==> src/rtl/mem_wb_pipe_if.sv <==
// Bundle-side interfaces of the MEM/WB stage.
// mem_wb_in_if : memory stage (master) -> MEM/WB stage (slave)
// mem_wb_out_if: MEM/WB stage (master) -> register-file write ports (slave)

interface mem_wb_in_if #(
    parameter int LANES  = 2,
    parameter int DATA_W = 128,
    parameter int RT_W   = 7
);
    logic                    in_valid;
    logic                    in_ready;
    logic [LANES-1:0]        mem_to_reg_in;
    logic [LANES-1:0]        regwrite_in;
    logic [LANES*DATA_W-1:0] read_data_in;
    logic [LANES*DATA_W-1:0] alu_result_in;
    logic [LANES*RT_W-1:0]   rt_in;

    modport master (
        output in_valid, mem_to_reg_in, regwrite_in, read_data_in, alu_result_in, rt_in,
        input  in_ready
    );

    modport slave (
        input  in_valid, mem_to_reg_in, regwrite_in, read_data_in, alu_result_in, rt_in,
        output in_ready
    );
endinterface

interface mem_wb_out_if #(
    parameter int LANES  = 2,
    parameter int DATA_W = 128,
    parameter int RT_W   = 7
);
    logic                    wb_valid;
    logic                    wb_ready;
    logic [LANES-1:0]        wb_we;
    logic [LANES*DATA_W-1:0] wb_data;
    logic [LANES*RT_W-1:0]   wb_rt;

    modport master (
        output wb_valid, wb_we, wb_data, wb_rt,
        input  wb_ready
    );

    modport slave (
        input  wb_valid, wb_we, wb_data, wb_rt,
        output wb_ready
    );
endinterface

==> src/rtl/mem_wb_pipe.sv <==
// MEM/WB pipeline stage: one held bundle of LANES writeback slots with a
// valid/ready handshake on both sides, flush, same-RT collision resolution
// (highest lane wins) and a saturating count of retired register writes.

module mem_wb_pipe #(
    parameter int LANES  = 2,
    parameter int DATA_W = 128,
    parameter int RT_W   = 7,
    parameter int CNT_W  = 32
) (
    input  logic             clk,
    input  logic             reset,      // active-low, asynchronous
    input  logic             flush,
    input  logic             cnt_clr,
    output logic [CNT_W-1:0] retire_count,
    mem_wb_in_if.slave       up,
    mem_wb_out_if.master     wb
);

    logic                    full_q, full_d;
    logic [LANES-1:0]        we_q, we_d;
    logic [LANES-1:0]        m2r_q, m2r_d;
    logic [LANES*DATA_W-1:0] rd_q, rd_d;
    logic [LANES*DATA_W-1:0] alu_q, alu_d;
    logic [LANES*RT_W-1:0]   rt_q, rt_d;
    logic [CNT_W-1:0]        cnt_q, cnt_d;

    logic                    in_ready_int;
    logic                    capture;
    logic                    retire;
    logic [LANES-1:0]        we_resolved;
    logic [LANES-1:0]        wb_we_int;
    logic [CNT_W:0]          add_cnt;
    logic [CNT_W:0]          sum_cnt;

    // Ready depends only on state and downstream ready, never on in_valid.
    assign in_ready_int = !full_q || wb.wb_ready;
    assign capture      = up.in_valid && in_ready_int && !flush;
    assign retire       = full_q && wb.wb_ready && !flush;
    assign wb_we_int    = {LANES{full_q && !flush}} & we_q;

    assign up.in_ready   = in_ready_int;
    assign wb.wb_valid   = full_q;
    assign wb.wb_we      = wb_we_int;
    assign wb.wb_rt      = rt_q;
    assign retire_count  = cnt_q;

    // Per-lane writeback mux from the stored select, data and ALU registers.
    generate
        for (genvar gi = 0; gi < LANES; gi++) begin : g_lane
            assign wb.wb_data[gi*DATA_W +: DATA_W] =
                m2r_q[gi] ? rd_q[gi*DATA_W +: DATA_W] : alu_q[gi*DATA_W +: DATA_W];
        end
    endgenerate

    // Suppress a lane's write when any younger writing lane targets the same RT.
    always_comb begin
        we_resolved = up.regwrite_in;
        for (int l = 0; l < LANES; l++) begin
            for (int h = 0; h < LANES; h++) begin
                if (h > l && up.regwrite_in[h] &&
                    up.rt_in[h*RT_W +: RT_W] == up.rt_in[l*RT_W +: RT_W]) begin
                    we_resolved[l] = 1'b0;
                end
            end
        end
    end

    // Occupancy and bundle fields: flush empties, capture loads, retire drains.
    always_comb begin
        full_d = full_q;
        we_d   = we_q;
        m2r_d  = m2r_q;
        rd_d   = rd_q;
        alu_d  = alu_q;
        rt_d   = rt_q;
        if (flush) begin
            full_d = 1'b0;
        end else if (capture) begin
            full_d = 1'b1;
            we_d   = we_resolved;
            m2r_d  = up.mem_to_reg_in;
            rd_d   = up.read_data_in;
            alu_d  = up.alu_result_in;
            rt_d   = up.rt_in;
        end else if (retire) begin
            full_d = 1'b0;
        end
    end

    // Saturating retire counter; the carry out of the sum flags overflow.
    always_comb begin
        add_cnt = '0;
        for (int l = 0; l < LANES; l++) begin
            add_cnt = add_cnt + {{CNT_W{1'b0}}, wb_we_int[l]};
        end
        sum_cnt = {1'b0, cnt_q} + add_cnt;
        cnt_d   = cnt_q;
        if (cnt_clr) begin
            cnt_d = '0;
        end else if (retire) begin
            cnt_d = sum_cnt[CNT_W] ? {CNT_W{1'b1}} : sum_cnt[CNT_W-1:0];
        end
    end

    // State registers, cleared immediately when reset is asserted.
    always_ff @(posedge clk or negedge reset) begin
        if (!reset) begin
            full_q <= 1'b0;
            we_q   <= '0;
            m2r_q  <= '0;
            rd_q   <= '0;
            alu_q  <= '0;
            rt_q   <= '0;
            cnt_q  <= '0;
        end else begin
            full_q <= full_d;
            we_q   <= we_d;
            m2r_q  <= m2r_d;
            rd_q   <= rd_d;
            alu_q  <= alu_d;
            rt_q   <= rt_d;
            cnt_q  <= cnt_d;
        end
    end

endmodule

==> src/flat_wrapper.sv <==
// flat-port wrapper written by rule: the top's interface ports become plain ports
module mem_wb_pipe_flat 
#(
    parameter int LANES  = 2,
    parameter int DATA_W = 128,
    parameter int RT_W   = 7,
    parameter int CNT_W  = 32
)
  (clk, reset, flush, cnt_clr, retire_count, up_in_valid, up_mem_to_reg_in, up_regwrite_in, up_read_data_in, up_alu_result_in, up_rt_in, up_in_ready, wb_wb_valid, wb_wb_we, wb_wb_data, wb_wb_rt, wb_wb_ready);
  mem_wb_in_if #(.LANES(LANES), .DATA_W(DATA_W), .RT_W(RT_W)) up_i ();
  mem_wb_out_if #(.LANES(LANES), .DATA_W(DATA_W), .RT_W(RT_W)) wb_i ();
  input  logic clk;
  input  logic reset;
  input  logic flush;
  input  logic cnt_clr;
  output logic [CNT_W-1:0] retire_count;
  input wire logic [$bits(up_i.in_valid)-1:0] up_in_valid;
  input wire logic [$bits(up_i.mem_to_reg_in)-1:0] up_mem_to_reg_in;
  input wire logic [$bits(up_i.regwrite_in)-1:0] up_regwrite_in;
  input wire logic [$bits(up_i.read_data_in)-1:0] up_read_data_in;
  input wire logic [$bits(up_i.alu_result_in)-1:0] up_alu_result_in;
  input wire logic [$bits(up_i.rt_in)-1:0] up_rt_in;
  output wire logic [$bits(up_i.in_ready)-1:0] up_in_ready;
  output wire logic [$bits(wb_i.wb_valid)-1:0] wb_wb_valid;
  output wire logic [$bits(wb_i.wb_we)-1:0] wb_wb_we;
  output wire logic [$bits(wb_i.wb_data)-1:0] wb_wb_data;
  output wire logic [$bits(wb_i.wb_rt)-1:0] wb_wb_rt;
  input wire logic [$bits(wb_i.wb_ready)-1:0] wb_wb_ready;
  assign up_i.in_valid = up_in_valid;
  assign up_i.mem_to_reg_in = up_mem_to_reg_in;
  assign up_i.regwrite_in = up_regwrite_in;
  assign up_i.read_data_in = up_read_data_in;
  assign up_i.alu_result_in = up_alu_result_in;
  assign up_i.rt_in = up_rt_in;
  assign up_in_ready = up_i.in_ready;
  assign wb_wb_valid = wb_i.wb_valid;
  assign wb_wb_we = wb_i.wb_we;
  assign wb_wb_data = wb_i.wb_data;
  assign wb_wb_rt = wb_i.wb_rt;
  assign wb_i.wb_ready = wb_wb_ready;
  mem_wb_pipe #(.LANES(LANES), .DATA_W(DATA_W), .RT_W(RT_W), .CNT_W(CNT_W)) u_core (.clk(clk), .reset(reset), .flush(flush), .cnt_clr(cnt_clr), .retire_count(retire_count), .up(up_i), .wb(wb_i));
endmodule
==> config.mk <==
export PLATFORM = sky130hd
export DESIGN_NAME = mem_wb_pipe_flat
export DESIGN_NICKNAME = d
export VERILOG_FILES = /design/src/rtl/mem_wb_pipe_if.sv /design/src/rtl/mem_wb_pipe.sv /design/src/flat_wrapper.sv
export SDC_FILE = /design/constraint.sdc
export NUM_CORES = 1
export LEC_CHECK = 0
export CAP_MARGIN = 10
export CORE_AREA = 4 4 325 327
export CTS_CLUSTER_SIZE = 28
export DETAILED_ROUTE_END_ITERATION = 7
export DIE_AREA = 0 0 329 331
export SETUP_SLACK_MARGIN = 0.02
export SKIP_LAST_GASP = 1
export SYNTH_ARGS = -nofsm -noshare
export SYNTH_HDL_FRONTEND = slang
export SYNTH_SLANG_ARGS = --single-unit
==> constraint.sdc <==
create_clock -name clk -period 2.7 [get_ports clk]
set_clock_uncertainty 0.05 [all_clocks]
set_input_delay 0.405 -clock clk [delete_from_list [all_inputs] [get_ports clk]]
set_output_delay 0.405 -clock clk [all_outputs]
set_load 0.05 [all_outputs]
# Word-level counts from Yosys, hierarchy flattened
# Cells that the tools add are included.
# Widths: inputs -> output; s select.
# totals
ff_bits	563
inputBits	536
output_inout_bits	306
wordCells	33
# classes
n_addsub	2
eq_ne	1
muxes	9
n_bitwise	2
n_reduce_logical	12
# op_table
cell	count
$mux 128	2
$mux 32	3
$add 32x33->33	1
$eq 7x7->1	1
$logic_and 1x1->1	6
$mux 1	4
$reduce_bool 3->1	1
$add 1x1->2	1
$and 2x2->2	1
$logic_not 1->1	2
$reduce_and 2->1	1
$reduce_bool 2->1	1
$logic_or 1x1->1	1
$not 1->1	1

# Longest topological paths before layout
# logic_depth
word_depth	8
depth_mapped	11

# Worst setup path before layout
# No wires, ideal clock.
# synth_timing
path_kind	register -> register
start	register u_core.full_q (netlist: u_core.wb.wb_valid)
end	register u_core.cnt_q[17] (netlist: u_core.retire_count[17])
setup_ps	96
arrival_time_ps	3993
t_required_ps	2554
slack_ps	-1439
path_stages_with_launch	11
period_less_slack_ps	4139
path_cell_list	dfrtp_1 nor3b_1 ha_1 ha_1 inv_1 fa_1 and3b_1 nand2_1 or4_4 and4_1 nor4_2
# synth_between
elab_chain_len	7
# synth_lines
item	line_no	source
from (decl)	mem_wb_pipe.sv:20	logic full_q, full_d;
from (signal assigned)	mem_wb_pipe.sv:117	full_q <= full_d;
$logic_and 1x1->1	mem_wb_pipe.sv:40	assign wb_we_int = {LANES{full_q && !flush}} & we_q;
$and 2x2->2	mem_wb_pipe.sv:40	
via wb_wb_we[0]	flat_wrapper.sv:25	output wire logic [$bits(wb_i.wb_we)-1:0] wb_wb_we;
$add 1x1->2	mem_wb_pipe.sv:95	add_cnt = add_cnt + {{CNT_W{1'b0}}, wb_we_int[l]};
$add 32x33->33	mem_wb_pipe.sv:97	sum_cnt = {1'b0, cnt_q} + add_cnt;
$mux 32	mem_wb_pipe.sv:102	cnt_d = sum_cnt[CNT_W] ? {CNT_W{1'b1}} : sum_cnt[CNT_W-1:0];
$mux 32	mem_wb_pipe.sv:101	end else if (retire) begin
$mux 32	mem_wb_pipe.sv:99	if (cnt_clr) begin
to (signal assigned)	mem_wb_pipe.sv:123	cnt_q <= cnt_d;
to (decl)	mem_wb_pipe.sv:26	logic [CNT_W-1:0] cnt_q, cnt_d;
# The timed path passes the listed nets, and every way through them passes these cells. The select of a mux whose other input is x is not followed.
# A chain may end at the register's enable or synchronous reset.

# Worst setup path after layout
# layout_timing
start	register u_core.full_q (netlist: u_core.wb.wb_valid)
end	register u_core.cnt_q[17] (netlist: u_core.retire_count[17])
# layout_between
elab_chain_len	7
# layout_lines
item	line_no
$logic_and 1x1->1	mem_wb_pipe.sv:40
$and 2x2->2	mem_wb_pipe.sv:40
$add 1x1->2	mem_wb_pipe.sv:95
$add 32x33->33	mem_wb_pipe.sv:97
$mux 32	mem_wb_pipe.sv:102
$mux 32	mem_wb_pipe.sv:101
$mux 32	mem_wb_pipe.sv:99
# Parallel ways exist; a longest one is shown, timed or not. The select of a mux whose other input is x is not followed.

==> out/qor.yml <==
yosys:
  yosysTopAreaCellShare: 0.5741
  synthTopCellsByArea: "dfrtp_1 (57%), mux2_2 (36%), clkbuf_1 (1.2%)"
  syn_area_per_cell_um2: 14.96
  yosys.area_share.adder: 0.002345
  synth_compound_area_frac: 0.01285
  synthSimpleGateAreaFrac: 0.02881
  synth_top_family_by_area: "multiplexers"
  synth_xor_area_frac: 0.002498
  ys_ff_latch: 563
  synth_seq_area_share: 0.5741
  synth_edf_count: 0
  synth_mux_area_frac: 0.3623
  async_flop_share: 1.000
  ys.flop_type: "dfrtp_1"
  ys_types: 44
  yosys.area.top_type: "dfrtp_1"
  ys_warn_count: 0
  syn_nets: 2180
  synthCells: 1640
  synthesis.area_um2: 24540
detailed_routing:
  drt-pass1-iter-count: 4
  routed_wl_mm: 81.91
  drc: 0
  wire_per_inst_um: 20.31
  drtIter0Drc: 735
  ant_nets: 0
  via_per_inst: 4.282
  vias: 17270
timing:
  hold_viol_final: 0
  layout_setup_ws_ns: -0.1488
  max_freq_mhz: 351.0
  slew_headroom: 0.4866
  rsz0062_at_grt: "true"
  drv_slew: 0
  fin_crit_ns: 2.849
  worstMarginPinSlew_ns: 0.7700
  min_period_over_period: 1.055
  finalSetupViolations: 19
  final.setup.tns_ns: -1.318
die:
  die_area_um2: 108900
  chipHeight_um: 331
  ios: 842
  core_area_um2: 102900
  start_util: 0.2385
  rows: 118
  die_w_um: 329
global_route:
  grt_use_total: 0.1433
  grt_remaining_overflow: 0
  grt_max_degree: 71
  grt_antenna_before_repair: 14
  grt_pass1_wl_mm: 118.6
  grt_pass1_vias: 18580
critical_path:
  worstPathCellList: "and3b_1 > ha_1 > ha_2 > inv_2 > fa_2 > and3b_2 > nand2_1 > or4_4 > and4_1 > nor4_2"
  crit_type: "register to register"
  cp_slowest_cell: "or4_4"
  startpoint_type: "register"
  end_kind: "register"
  r2r_cells: 10
  cpPeakStageDelay_ns: 0.48
  critPathMaxFanout: 7
  cp.required_ns: 3.15
  cp_data_arrival_time_ns: 3.30
clock_tree:
  root_buffer: "clkbuf_16"
  clk_latency_ns: 0.61
  h-tree-depth: 3
  cts_buffers: 71
  cts_tree: "yes"
  ctsLongestPathBuffers: 3
  cts.sinks: 563
  path_clk_slew_ns: 0.06
placement:
  post-place-ws_ns: -0.7762
  port_buffers: 841
  post-dp-hpwl_mm: 61.82
  gp_congestion: 0.8498
min_path:
  min_path_type: "input pin to register"
  hold_depth: 2
layout:
  area_growth_pct: 53.96
  nNetsFinal: 3134
  fill_cells: 9978
  drive_gt1_frac: 0.5004
power_and_ir_drop:
  power_leakage_nw: 15.60
  worst_ir_drop_vdd_mv: 0.5595
  powerDensity_nw_per_um2: 807.7
run:
  cap_violations: 0
run_status:
  status: "finished with violations"
  violations: "setup timing"
==> state kept, by name, indices dropped and copies added, names as in the netlist <==
signal / flops
u_core.alu_q: 256
u_core.m2r_q: 2
u_core.rd_q: 256
u_core.retire_count: 32
u_core.wb.wb_rt: 14
u_core.wb.wb_valid: 1
u_core.we_q: 2
==> kinds of logic (layout without fill, tap and decap cells) <==
group | count (synthesis) | after routing
xor+xnor | 7 | 7
flops | 563 | 563
simple gates | 123 | 123
other cells | 0 | 9
buf+inv | 105 | 1109
fa+ha+maj | 4 | 4
compound gates | 48 | 48
mux | 790 | 790
==> worst paths after layout <==
path / from / end / slack, ns
min in group asynchronous: reset / u_core.alu_q[148] / 0.37
worst min register to register: u_core.alu_q[17] / u_core.alu_q[17] / 0.45
worst max register to register: u_core.wb.wb_valid / u_core.retire_count[17] / -0.15
max in group asynchronous: reset / u_core.alu_q[233] / 1.31
worst min-delay path: up_read_data_in[246] / u_core.rd_q[246] / 0.35
worst max-delay path: u_core.wb.wb_valid / u_core.retire_count[17] / -0.15
==> area by class of cell <==
type	count	area, um^2	area share
Tap cell	1380	1727	0.04570
Antenna cell	9	22.52	0.0005961
Sequential cell	563	14100	0.3731
Timing Repair Buffer	978	9283	0.2457
Multi-Input combinational cell	972	10240	0.2710
Inverter	8	30.03	0.0007948
Clock inverter	23	325.3	0.008610
Clock buffer	100	2058	0.05448
==> power by group <==
group	switching, mW	leakage, nW	internal, mW
logic	5.98	7.74	4.32
registers	0.692	6.69	9.81
clock network	3.74	1.17	5.98
==> cell usage in the layout, fill, tap and decap left out, types with 3 or more instances in the layout <==
cell type	netlist	layout
clkinv_2	0	10
mux2i_1	4	4
a41oi_1	3	3
a31oi_1	9	6
and3_1	5	5
clkdlybuf4s50_1	0	581
buf_4	1	339
nand2_1	14	13
nor3_1	19	14
xnor2_1	7	7
and4_1	7	7
o21ai_0	5	5
nand3_1	10	8
o21bai_1	4	4
clkbuf_16	0	76
nor3_2	0	4
buf_12	0	28
clkbuf_8	0	13
and2_1	3	3
bufinv_16	0	7
diode_2	0	9
nor2_2	0	4
inv_1	8	7
a21oi_1	12	11
nor4_4	1	4
buf_6	0	5
clkbuf_2	0	6
a211oi_1	10	8
nand4_1	9	9
mux2_2	786	786
nand3_2	2	3
dfrtp_1	563	560
buf_8	0	3
dlygate4sd2_1	0	9
nor2_1	27	22
clkbuf_1	78	14
nor4_1	7	3
==> timing repair <==
item	in CTS	in global routing
setup buffers	14	10
gates resized for setup	26	46
hold buffers	1	0
endpoints found under the setup margin	260	100
pin swaps	7	10
gates cloned	0	3
hold endpoints to repair	47	0
==> metal layers <==
| metal | up-vias | share of wire | global-route usage | wire length (um) |
|---|---|---|---|---|
| met3 | 116 | 0.083 | 0.05234 | 6766 |
| li1 | 7883 | - | - | - |
| met2 | 553 | 0.51 | 0.2478 | 41840 |
| met5 | - | 0.00040 | 0 | 33 |
| met1 | 8711 | 0.38 | 0.1663 | 31330 |
| met4 | 6 | 0.024 | 0.04207 | 1944 |
==> cell usage after synthesis, drive strengths merged (8+ instances only) <==
cell type / count
nand4: 9
nor2: 27
nand3: 12
clkbuf: 78
inv: 8
nor4: 9
a211oi: 10
mux2: 786
buf: 19
a31oi: 9
dfrtp: 563
a21oi: 12
nor3: 19
nand2: 14
==> worst max-delay path, delay by kind of cell (launching register included) <==
kind	cells	cell delay, ns
adders and majority gates	3	0.80
buffers and inverters	1	0.04
DFF	1	0.41
and+or+nand+nor	6	1.45
==> metrics by stage <==
step / cell area [um^2] / power [mW] / instances / util / hold WS (ns)
global placement: 34890 / 20.85 / 3874 / 0.3390 / 0.4278
CTS: 37440 / 30.91 / 4012 / 0.3638 / 0.2736
global route: 37780 / 31.90 / 4032 / 0.3671 / 0.2865
detailed placement: 34890 / 20.90 / 3874 / 0.3390 / 0.4291
finish: 37780 / 30.52 / 4033 / 0.3672 / 0.3486
floorplan: 24570 / 17.08 / 1640 / - / 0.05941
No activity file was read; power rests on OpenSTA's default activity.
